===== src/rtl/snake_step_ctrl.sv =====
// snake_step_ctrl
//   Step controller for a grid snake game. It paces head moves with a
//   speed-scaled tick, latches button presses into a pending direction, and
//   computes the next head cell. It applies the wall rule, runs a
//   request/acknowledge handshake with the body unit, and tracks the score
//   and game-over state.
//
// Ports
//   Clk                 system clock, all state changes on rising edge
//   Rst                 synchronous reset, active-low
//   i_Push[3:0]         buttons, active-low: 0 up, 1 down, 2 left, 3 right
//   i_Start             start / restart request (level)
//   i_Speed[2:0]        speed level, 7 fastest
//   i_Food_x/i_Food_y   current food cell
//   i_Step_ack          body unit accepted the step (one-cycle pulse)
//   i_Body_hit          with i_Step_ack: new head overlaps body
//   o_Head_x/o_Head_y   committed head cell
//   o_Way               committed direction (0 up, 1 down, 2 left, 3 right)
//   o_Step              step request; o_Nxt_x/o_Nxt_y carry the proposed head
//   o_Grow              qualifies o_Step: body lengthens on this step
//   o_Eat               one-cycle pulse after a committed food step
//   o_Score             food count, saturating at 255
//   o_Over              game-over level
module snake_step_ctrl #(
  parameter logic [23:0] TICK_BASE = 24'd625000,
  parameter int          GRID_X    = 40,
  parameter int          GRID_Y    = 30
) (
  input  logic       Clk,
  input  logic       Rst,
  input  logic [3:0] i_Push,
  input  logic       i_Start,
  input  logic [2:0] i_Speed,
  input  logic [5:0] i_Food_x,
  input  logic [5:0] i_Food_y,
  input  logic       i_Step_ack,
  input  logic       i_Body_hit,
  output logic [5:0] o_Head_x,
  output logic [5:0] o_Head_y,
  output logic [1:0] o_Way,
  output logic       o_Step,
  output logic [5:0] o_Nxt_x,
  output logic [5:0] o_Nxt_y,
  output logic       o_Grow,
  output logic       o_Eat,
  output logic [7:0] o_Score,
  output logic       o_Over
);

  typedef enum logic [2:0] {
    S_IDLE,
    S_WAIT_TICK,
    S_CALC,
    S_SHIFT,
    S_OVER
  } state_t;

  localparam logic [5:0] HOME_X = 6'(GRID_X / 2);
  localparam logic [5:0] HOME_Y = 6'(GRID_Y / 2);
  localparam logic [5:0] MAX_X  = 6'(GRID_X - 1);
  localparam logic [5:0] MAX_Y  = 6'(GRID_Y - 1);

  localparam logic [1:0] DIR_UP    = 2'd0;
  localparam logic [1:0] DIR_DOWN  = 2'd1;
  localparam logic [1:0] DIR_LEFT  = 2'd2;
  localparam logic [1:0] DIR_RIGHT = 2'd3;

  state_t      state_q,  state_d;
  logic [23:0] cnt_q,    cnt_d;
  logic [5:0]  head_x_q, head_x_d;
  logic [5:0]  head_y_q, head_y_d;
  logic [1:0]  way_q,    way_d;
  logic [1:0]  pend_q,   pend_d;
  logic [1:0]  apply_q,  apply_d;   // direction used in CALC, committed on ack
  logic [5:0]  nxt_x_q,  nxt_x_d;
  logic [5:0]  nxt_y_q,  nxt_y_d;
  logic        grow_q,   grow_d;
  logic        eat_q,    eat_d;
  logic [7:0]  score_q,  score_d;

  // Move period: TICK_BASE * (8 - speed) clocks. The product needs at most
  // 27 bits, so compare in that width to avoid silent truncation.
  logic [3:0]  speed_mult;
  logic [26:0] tick_lim;
  logic        tick_hit;

  assign speed_mult = 4'd8 - {1'b0, i_Speed};
  assign tick_lim   = {3'd0, TICK_BASE} * {23'd0, speed_mult};
  assign tick_hit   = ({3'd0, cnt_q} == (tick_lim - 27'd1));

  // Button decode: the lowest-index pressed (low) bit wins.
  logic       press_vld;
  logic [1:0] press_dir;

  always_comb begin
    press_vld = 1'b1;
    press_dir = DIR_UP;
    if (!i_Push[0])      press_dir = DIR_UP;
    else if (!i_Push[1]) press_dir = DIR_DOWN;
    else if (!i_Push[2]) press_dir = DIR_LEFT;
    else if (!i_Push[3]) press_dir = DIR_RIGHT;
    else                 press_vld = 1'b0;
  end

  // Candidate head from the pending direction, with the no-wrap wall check.
  logic [5:0] calc_x;
  logic [5:0] calc_y;
  logic       calc_wall;

  always_comb begin
    calc_x    = head_x_q;
    calc_y    = head_y_q;
    calc_wall = 1'b0;
    case (pend_q)
      DIR_UP: begin
        if (head_y_q == 6'd0) calc_wall = 1'b1;
        else                  calc_y    = head_y_q - 6'd1;
      end
      DIR_DOWN: begin
        if (head_y_q == MAX_Y) calc_wall = 1'b1;
        else                   calc_y    = head_y_q + 6'd1;
      end
      DIR_LEFT: begin
        if (head_x_q == 6'd0) calc_wall = 1'b1;
        else                  calc_x    = head_x_q - 6'd1;
      end
      default: begin
        if (head_x_q == MAX_X) calc_wall = 1'b1;
        else                   calc_x    = head_x_q + 6'd1;
      end
    endcase
  end

  always_comb begin
    state_d  = state_q;
    cnt_d    = '0;
    head_x_d = head_x_q;
    head_y_d = head_y_q;
    way_d    = way_q;
    pend_d   = pend_q;
    apply_d  = apply_q;
    nxt_x_d  = nxt_x_q;
    nxt_y_d  = nxt_y_q;
    grow_d   = grow_q;
    eat_d    = 1'b0;
    score_d  = score_q;

    // Up/down and left/right codes differ only in bit 0, so a reversal of
    // the committed direction is exactly an XOR of 2'b01.
    if (state_q != S_OVER && press_vld && ((press_dir ^ way_q) != 2'b01)) begin
      pend_d = press_dir;
    end

    case (state_q)
      S_IDLE: begin
        if (i_Start) state_d = S_WAIT_TICK;
      end

      S_WAIT_TICK: begin
        if (tick_hit) state_d = S_CALC;
        else          cnt_d   = cnt_q + 24'd1;
      end

      S_CALC: begin
        apply_d = pend_q;
        if (calc_wall) begin
          grow_d  = 1'b0;
          state_d = S_OVER;
        end else begin
          nxt_x_d = calc_x;
          nxt_y_d = calc_y;
          grow_d  = (calc_x == i_Food_x) && (calc_y == i_Food_y);
          state_d = S_SHIFT;
        end
      end

      S_SHIFT: begin
        if (i_Step_ack) begin
          grow_d = 1'b0;
          if (i_Body_hit) begin
            state_d = S_OVER;
          end else begin
            head_x_d = nxt_x_q;
            head_y_d = nxt_y_q;
            way_d    = apply_q;
            if (grow_q) begin
              eat_d = 1'b1;
              if (score_q != 8'hFF) score_d = score_q + 8'd1;
            end
            state_d = S_WAIT_TICK;
          end
        end
      end

      S_OVER: begin
        if (i_Start) begin
          head_x_d = HOME_X;
          head_y_d = HOME_Y;
          way_d    = DIR_RIGHT;
          pend_d   = DIR_RIGHT;
          apply_d  = DIR_RIGHT;
          nxt_x_d  = HOME_X;
          nxt_y_d  = HOME_Y;
          grow_d   = 1'b0;
          score_d  = 8'd0;
          state_d  = S_WAIT_TICK;
        end
      end

      default: state_d = S_IDLE;
    endcase
  end

  always_ff @(posedge Clk) begin
    if (!Rst) begin
      state_q  <= S_IDLE;
      cnt_q    <= '0;
      head_x_q <= HOME_X;
      head_y_q <= HOME_Y;
      way_q    <= DIR_RIGHT;
      pend_q   <= DIR_RIGHT;
      apply_q  <= DIR_RIGHT;
      nxt_x_q  <= HOME_X;
      nxt_y_q  <= HOME_Y;
      grow_q   <= 1'b0;
      eat_q    <= 1'b0;
      score_q  <= 8'd0;
    end else begin
      state_q  <= state_d;
      cnt_q    <= cnt_d;
      head_x_q <= head_x_d;
      head_y_q <= head_y_d;
      way_q    <= way_d;
      pend_q   <= pend_d;
      apply_q  <= apply_d;
      nxt_x_q  <= nxt_x_d;
      nxt_y_q  <= nxt_y_d;
      grow_q   <= grow_d;
      eat_q    <= eat_d;
      score_q  <= score_d;
    end
  end

  assign o_Head_x = head_x_q;
  assign o_Head_y = head_y_q;
  assign o_Way    = way_q;
  assign o_Step   = (state_q == S_SHIFT);
  assign o_Nxt_x  = nxt_x_q;
  assign o_Nxt_y  = nxt_y_q;
  assign o_Grow   = grow_q;
  assign o_Eat    = eat_q;
  assign o_Score  = score_q;
  assign o_Over   = (state_q == S_OVER);

endmodule


===== config.mk =====
export PLATFORM = sky130hd
export DESIGN_NAME = snake_step_ctrl
export DESIGN_NICKNAME = d
export VERILOG_FILES = /design/src/rtl/snake_step_ctrl.sv
export SDC_FILE = /design/constraint.sdc
export NUM_CORES = 1
export LEC_CHECK = 0
export ABC_CLOCK_PERIOD_IN_PS = 16550
export BUFFER_PORTS_ARGS = -buffer_cell sky130_fd_sc_hd__buf_4
export CAP_MARGIN = 30
export CORE_ASPECT_RATIO = 0.5
export CORE_UTILIZATION = 55
export CTS_CLUSTER_SIZE = 25
export DETAILED_ROUTE_END_ITERATION = 12
export PLACE_DENSITY_LB_ADDON = 0.2
export REMOVE_ABC_BUFFERS = 1
export SETUP_SLACK_MARGIN = 0.05
export SKIP_LAST_GASP = 1
export SYNTH_ARGS = -nofsm -noshare
export SYNTH_HDL_FRONTEND = slang
export SYNTH_SLANG_ARGS = --single-unit

===== constraint.sdc =====
create_clock -name Clk -period 16.55 [get_ports Clk]
set_clock_uncertainty 0.15 [all_clocks]
set_input_delay 0 -clock Clk [delete_from_list [all_inputs] [get_ports Clk]]
set_output_delay 0 -clock Clk [all_outputs]
set_load 0.02 [all_outputs]

# --- Word-level counts from Yosys, hierarchy flattened ---
# Index checks and enable logic that the tools add are counted.
totals:
  input_bits: 24
  output_inout_bits: 38
  wordCells: 124
  regBits: 67
  ram_bits: 0
  romBits: 0
  latch_bits: 0
  memories: 0
classes:
  shift: 0
  reduce_logical: 20
  n_lt_le_gt_ge: 0
  n_mul: 1
  mux: 56
  n_bitwise: 5
  eq_ne: 22
  div_mod_pow: 0
  add_sub_neg: 8
op_table:
  columns: ["cell", "n"]
  rows:
  - ["$mux 6", 12]
  - ["$pmux 6 s2", 6]
  - ["$mux 8", 5]
  - ["$eq 24x27->1", 1]
  - ["$sub 24x1->25 const B", 1]
  - ["$add 24x1->24 const B", 1]
  - ["$mul 17x4->21 const A", 1]
  - ["$mux 2", 10]
  - ["$pmux 8 s2", 1]
  - ["$mux 3", 5]
  - ["$add 6x1->6 const B", 2]
  - ["$eq 6x6->1", 2]
  - ["$logic_not 6->1", 2]
  - ["$mux 1", 12]
  - ["$pmux 3 s4", 1]
  - ["$sub 6x1->6 const B", 2]
  - ["$ne 2x2->1 const B", 5]
  - ["$reduce_and 3->1", 3]
  - ["$add 8x1->8 const B", 1]
  - ["$ne 2x1->1 const B", 4]
  - ["$ne 8x8->1 const B", 1]
  - ["$pmux 2 s2", 2]
  - ["$eq 3x2->1 const B", 2]
  - ["$eq 6x5->1 const B", 1]
  - ["other kinds (21)", 29]

# --- Logic depth before layout (Yosys ltp) ---
logic_depth:
  ltp_word: 10
  ltp_mapped: 21
  ltp_nobuf: 18

# --- Least setup slack after synthesis ---
# No wires, ideal clock.
synth_timing:
  path_type: "input-to-reg"
  startpoint: "in i_Speed[0]"
  endpoint: "reg cnt_q[22]"
  required_ns: 16.285
  cell_stages: 20
  slack_ns: 11.136
  arrival_time_ns: 5.149
  path_buffers: 4
  path_cell_list: "buf_2 > inv_1 > ha_1 > xnor2_1 > ha_1 > fa_1 > ha_1 > buf_6 > and3b_1 > a311o_2 > a31oi_4 > xnor2_1 > or4_1 > buf_2 > or3_1 > a22o_1 > nor4_4 > a31o_4 > buf_6 > nor2_2"
synth_via:
  elab_chain_len: 5
synth_rtl:
  columns: ["item", "line", "source"]
  rows:
  - ["from (decl)", "33", "input logic [2:0] i_Speed,"]
  - ["$sub 4x3->4", "87", "assign speed_mult = 4'd8 - {1'b0, i_Speed};"]
  - ["$mul 17x4->21", "88", "assign tick_lim = {3'd0, TICK_BASE} * {23'd0, speed_mult};"]
  - ["$sub 24x1->25", "89", "assign tick_hit = ({3'd0, cnt_q} == (tick_lim - 27'd1));"]
  - ["$eq 24x27->1", "89", null]
  - ["$reduce_or 3->1 (no line)", null, null]
  - ["to (signal assigned)", "230", "cnt_q <= cnt_d;"]
  - ["to (decl)", "69", "logic [23:0] cnt_q, cnt_d;"]
# Every way passes these cells.
# A chain may end at the register's enable or synchronous reset.

# --- Final worst setup path ---
layout_timing:
  startpoint: "in i_Speed[0]"
  endpoint: "reg state_q[0]"
layout_via:
  elab_chain_len: 6
layout_rtl:
  columns: ["item", "line", "source"]
  rows:
  - ["$sub 4x3->4", "87", null]
  - ["$mul 17x4->21", "88", null]
  - ["$sub 24x1->25", "89", null]
  - ["$eq 24x27->1", "89", null]
  - ["$ne 2x2->1 (no line)", null, null]
  - ["$reduce_and 3->1 (no line)", null, null]
  - ["to (signal assigned)", "229", "state_q <= state_d;"]
  - ["to (decl)", "68", "state_t state_q, state_d;"]
# Every way passes these cells.

==> qor.yml <==
synth:
  synth_area_leader_cell: "dfxtp_1"
  ys_warn_count: 0
  synthDistinctLibCells: 62
  async_flop_share_pct: 0
  synth-seq-cells: 67
  synth-edff-count: 0
  yosysSeqAreaShare_pct: 25.6
  synth_area_per_cell_um2: 7.47
  synthCells: 701
  synth_top_area_share_pct: 25.6
  syn_area_um2: 5240
  yosys-top-cells-area: "dfxtp_1 26%, xnor2_1 8.5%, ha_1 7.4%"
  synth_ff_type: "dfxtp_1"
setup_path:
  critical_path_class: "input pin to flop"
  rr_endpoint: "o_Grow"
  crit_required_ps: 16600
  worstPathMaxFanout: 25
  crit_arrival_ps: 5770
  crit_path_end_kind: "flop"
  reg2reg_depth: 12
  rr_startpoint: "o_Head_x[1]"
  rrSetupSlack_ps: 12250
  crit_path_start_kind: "input pin"
outcome:
  status: "completed"
floorplanning:
  start_util_pct: 58.3
  core_um2: 8980
  die_x_um: 140
  rows: 24
  dieArea_um2: 9940
  pin_count: 62
  die_h_um: 71.0
grt:
  grt_util_all_layers_pct: 27.6
  grt_max_degree: 32
  gr-total-overflow: 0
  grt_pass1_vias: 4708
  antenna_found_initial: 0
  grt_pass1_wl_um: 22200
clocking:
  htreeDepth: 3
  clk_latency_ps: 330
  clk_pin_slew_ps: 60
  cts_root_buf: "clkbuf_16"
  cts_num_sinks: 67
  ctsLongestPathBuffers: 2
  tritoncts: "yes"
  numCtsBuffers: 9
drt:
  wl_um: 13500
  wire_per_inst_um: 15.4
  dr.pass1.iters: 7
  drtIter0Drc: 465
  routed_via_density: 5.98
  ant_nets: 0
  via_count: 5227
  drc_errors: 0
sta:
  drv_slew: 0
  period_needed_ps: 5720
  rsz0062_at_grt: "no"
  tns_ps: 0
  timing.fmax_mhz: 175
  relSlewSlack_pct: 34.0
  worstMarginPinSlew_ps: 989
  fin_crit_sh_pct: 34.6
  setup_ws_ps: 10830
  setup_viol: 0
  hold_viol: 0
power:
  p_leak_nw: 2.39
  p_per_area_nw_per_um2: 76.4
  ir_drop_uv: 47.6
placed_design:
  hpwlAfterDp_um: 9640
  gp_congestion: 0.940
  dp_slack_ps: 10480
  port_buffers: 61
layout:
  antenna_cells: 0
  final_cell_mix: "73 x nor2_1, 71 x nand2_1, 67 x dfxtp_1"
  areaGrowthSynthToFinish_pct: 16.6
  drive_gt1_share_pct: 12.7
  layout_commonest_cell: "nor2_1"
  nFillCells: 778
  nets: 808
min_path:
  hold_start: "i_Push[1]"
  worstHoldPathType: "input pin to flop"
  holdPathEnd: "pend_q[0]"
  whs_path_depth: 5
run:
  maxCapViolCount: 0
-- per-stage QoR --
step / hold slack (ps) / instances / power [W] / instance area (um2) / util (%)
after detailed placement: 150 / 846 / 0.000276 / 5690 / 63.4
after global placement: 133 / 846 / 0.000274 / 5690 / 63.4
after floorplan: -88.1 / 667 / 0.000250 / 5080 / -
final: 136 / 874 / 0.000467 / 6100 / 68.0
after global routing: 173 / 874 / 0.000486 / 6100 / 68.0
after CTS: 148 / 874 / 0.000466 / 6100 / 68.0
-- sequential cells by signal (all words and copies together), names as in the netlist --
signal,cells
o_Head_y,6
o_Way,2
cnt_q,24
o_Nxt_x,6
o_Score,8
o_Grow,1
state_q,3
apply_q,2
o_Head_x,6
o_Nxt_y,6
pend_q,2
o_Eat,1
-- synthesized netlist by cell type, types with 7 or more instances --
master / n
a21oi_1: 42
a31oi_1: 7
and3_1: 8
clkbuf_1: 27
dfxtp_1: 67
ha_1: 31
inv_1: 24
nand2_1: 71
nand2b_1: 9
nand3_1: 33
nand4_1: 21
nor2_1: 73
nor2_2: 10
nor3_1: 37
nor4_1: 7
o21ai_0: 50
or3_1: 9
xnor2_1: 51
xor2_1: 30
-- power by group --
group          total, W  switching, W  internal (W)
Combinational  0.000110     0.0000654     0.0000441
Clock          0.000190     0.0000732      0.000117
Sequential     0.000167    0.00000436      0.000163
Total          0.000467      0.000143      0.000324
-- per-layer routing --
metal	vias to the layer above	global-route usage [%]	wire (um)
met5	-	0	0
met3	14	6.23	1040
li1	2588	-	-
met2	226	46.4	6250
met4	0	6.84	147
met1	2399	36.3	6020
-- kinds of logic (layout without fill, tap and decap cells) --
logic type	after synthesis	count (layout)	synth area share (%)
simple gates	309	309	29.3
flops	67	67	25.6
compound gates	147	147	17.4
xor+xnor	83	83	14.4
buf+inv	60	116	4.85
fa+ha+maj	32	32	7.79
mux	3	3	0.574
-- worst max-delay path by stage --
stage / cells past startpoint / from / end / slack, ps
after floorplan: 16 / i_Speed[0] / state_q[0] / 11310
after global placement: 17 / i_Speed[0] / state_q[0] / 10650
after detailed placement: 17 / i_Speed[0] / state_q[0] / 10480
after CTS: 17 / i_Speed[0] / state_q[0] / 10820
after global routing: 17 / i_Speed[0] / state_q[0] / 10490
final: 17 / i_Speed[0] / state_q[0] / 10830
-- critical path, cell delays in order --
cell	delay, ps
buf_4	200
inv_1	120
ha_1	250
xnor2_1	730
ha_1	410
fa_1	470
ha_1	410
and3b_1	230
a311o_2	440
a31oi_4	230
xnor2_1	150
or4_1	680
or3_1	400
a22o_1	240
nor4_4	280
a31o_4	410
o31ai_1	120
-- cell type report --
cell class | instances | area (um2) | share of cell area, %
clock buffer | 10 | 229 | 3.75
clock inverter | 6 | 65.1 | 1.07
inverter | 26 | 97.6 | 1.60
multi-input combinational | 574 | 3640 | 59.6
sequential | 67 | 1340 | 22.0
tap | 117 | 146 | 2.40
timing repair buffer | 74 | 586 | 9.59
-- timing repair --
item | CTS | global route
gates resized for setup | 0 | 0
buffers inserted | 0 | 0
hold buffers | 12 | 0
endpoints found under the hold margin | 23 | 0
Note: power is estimated with default switching activity, not from simulation.
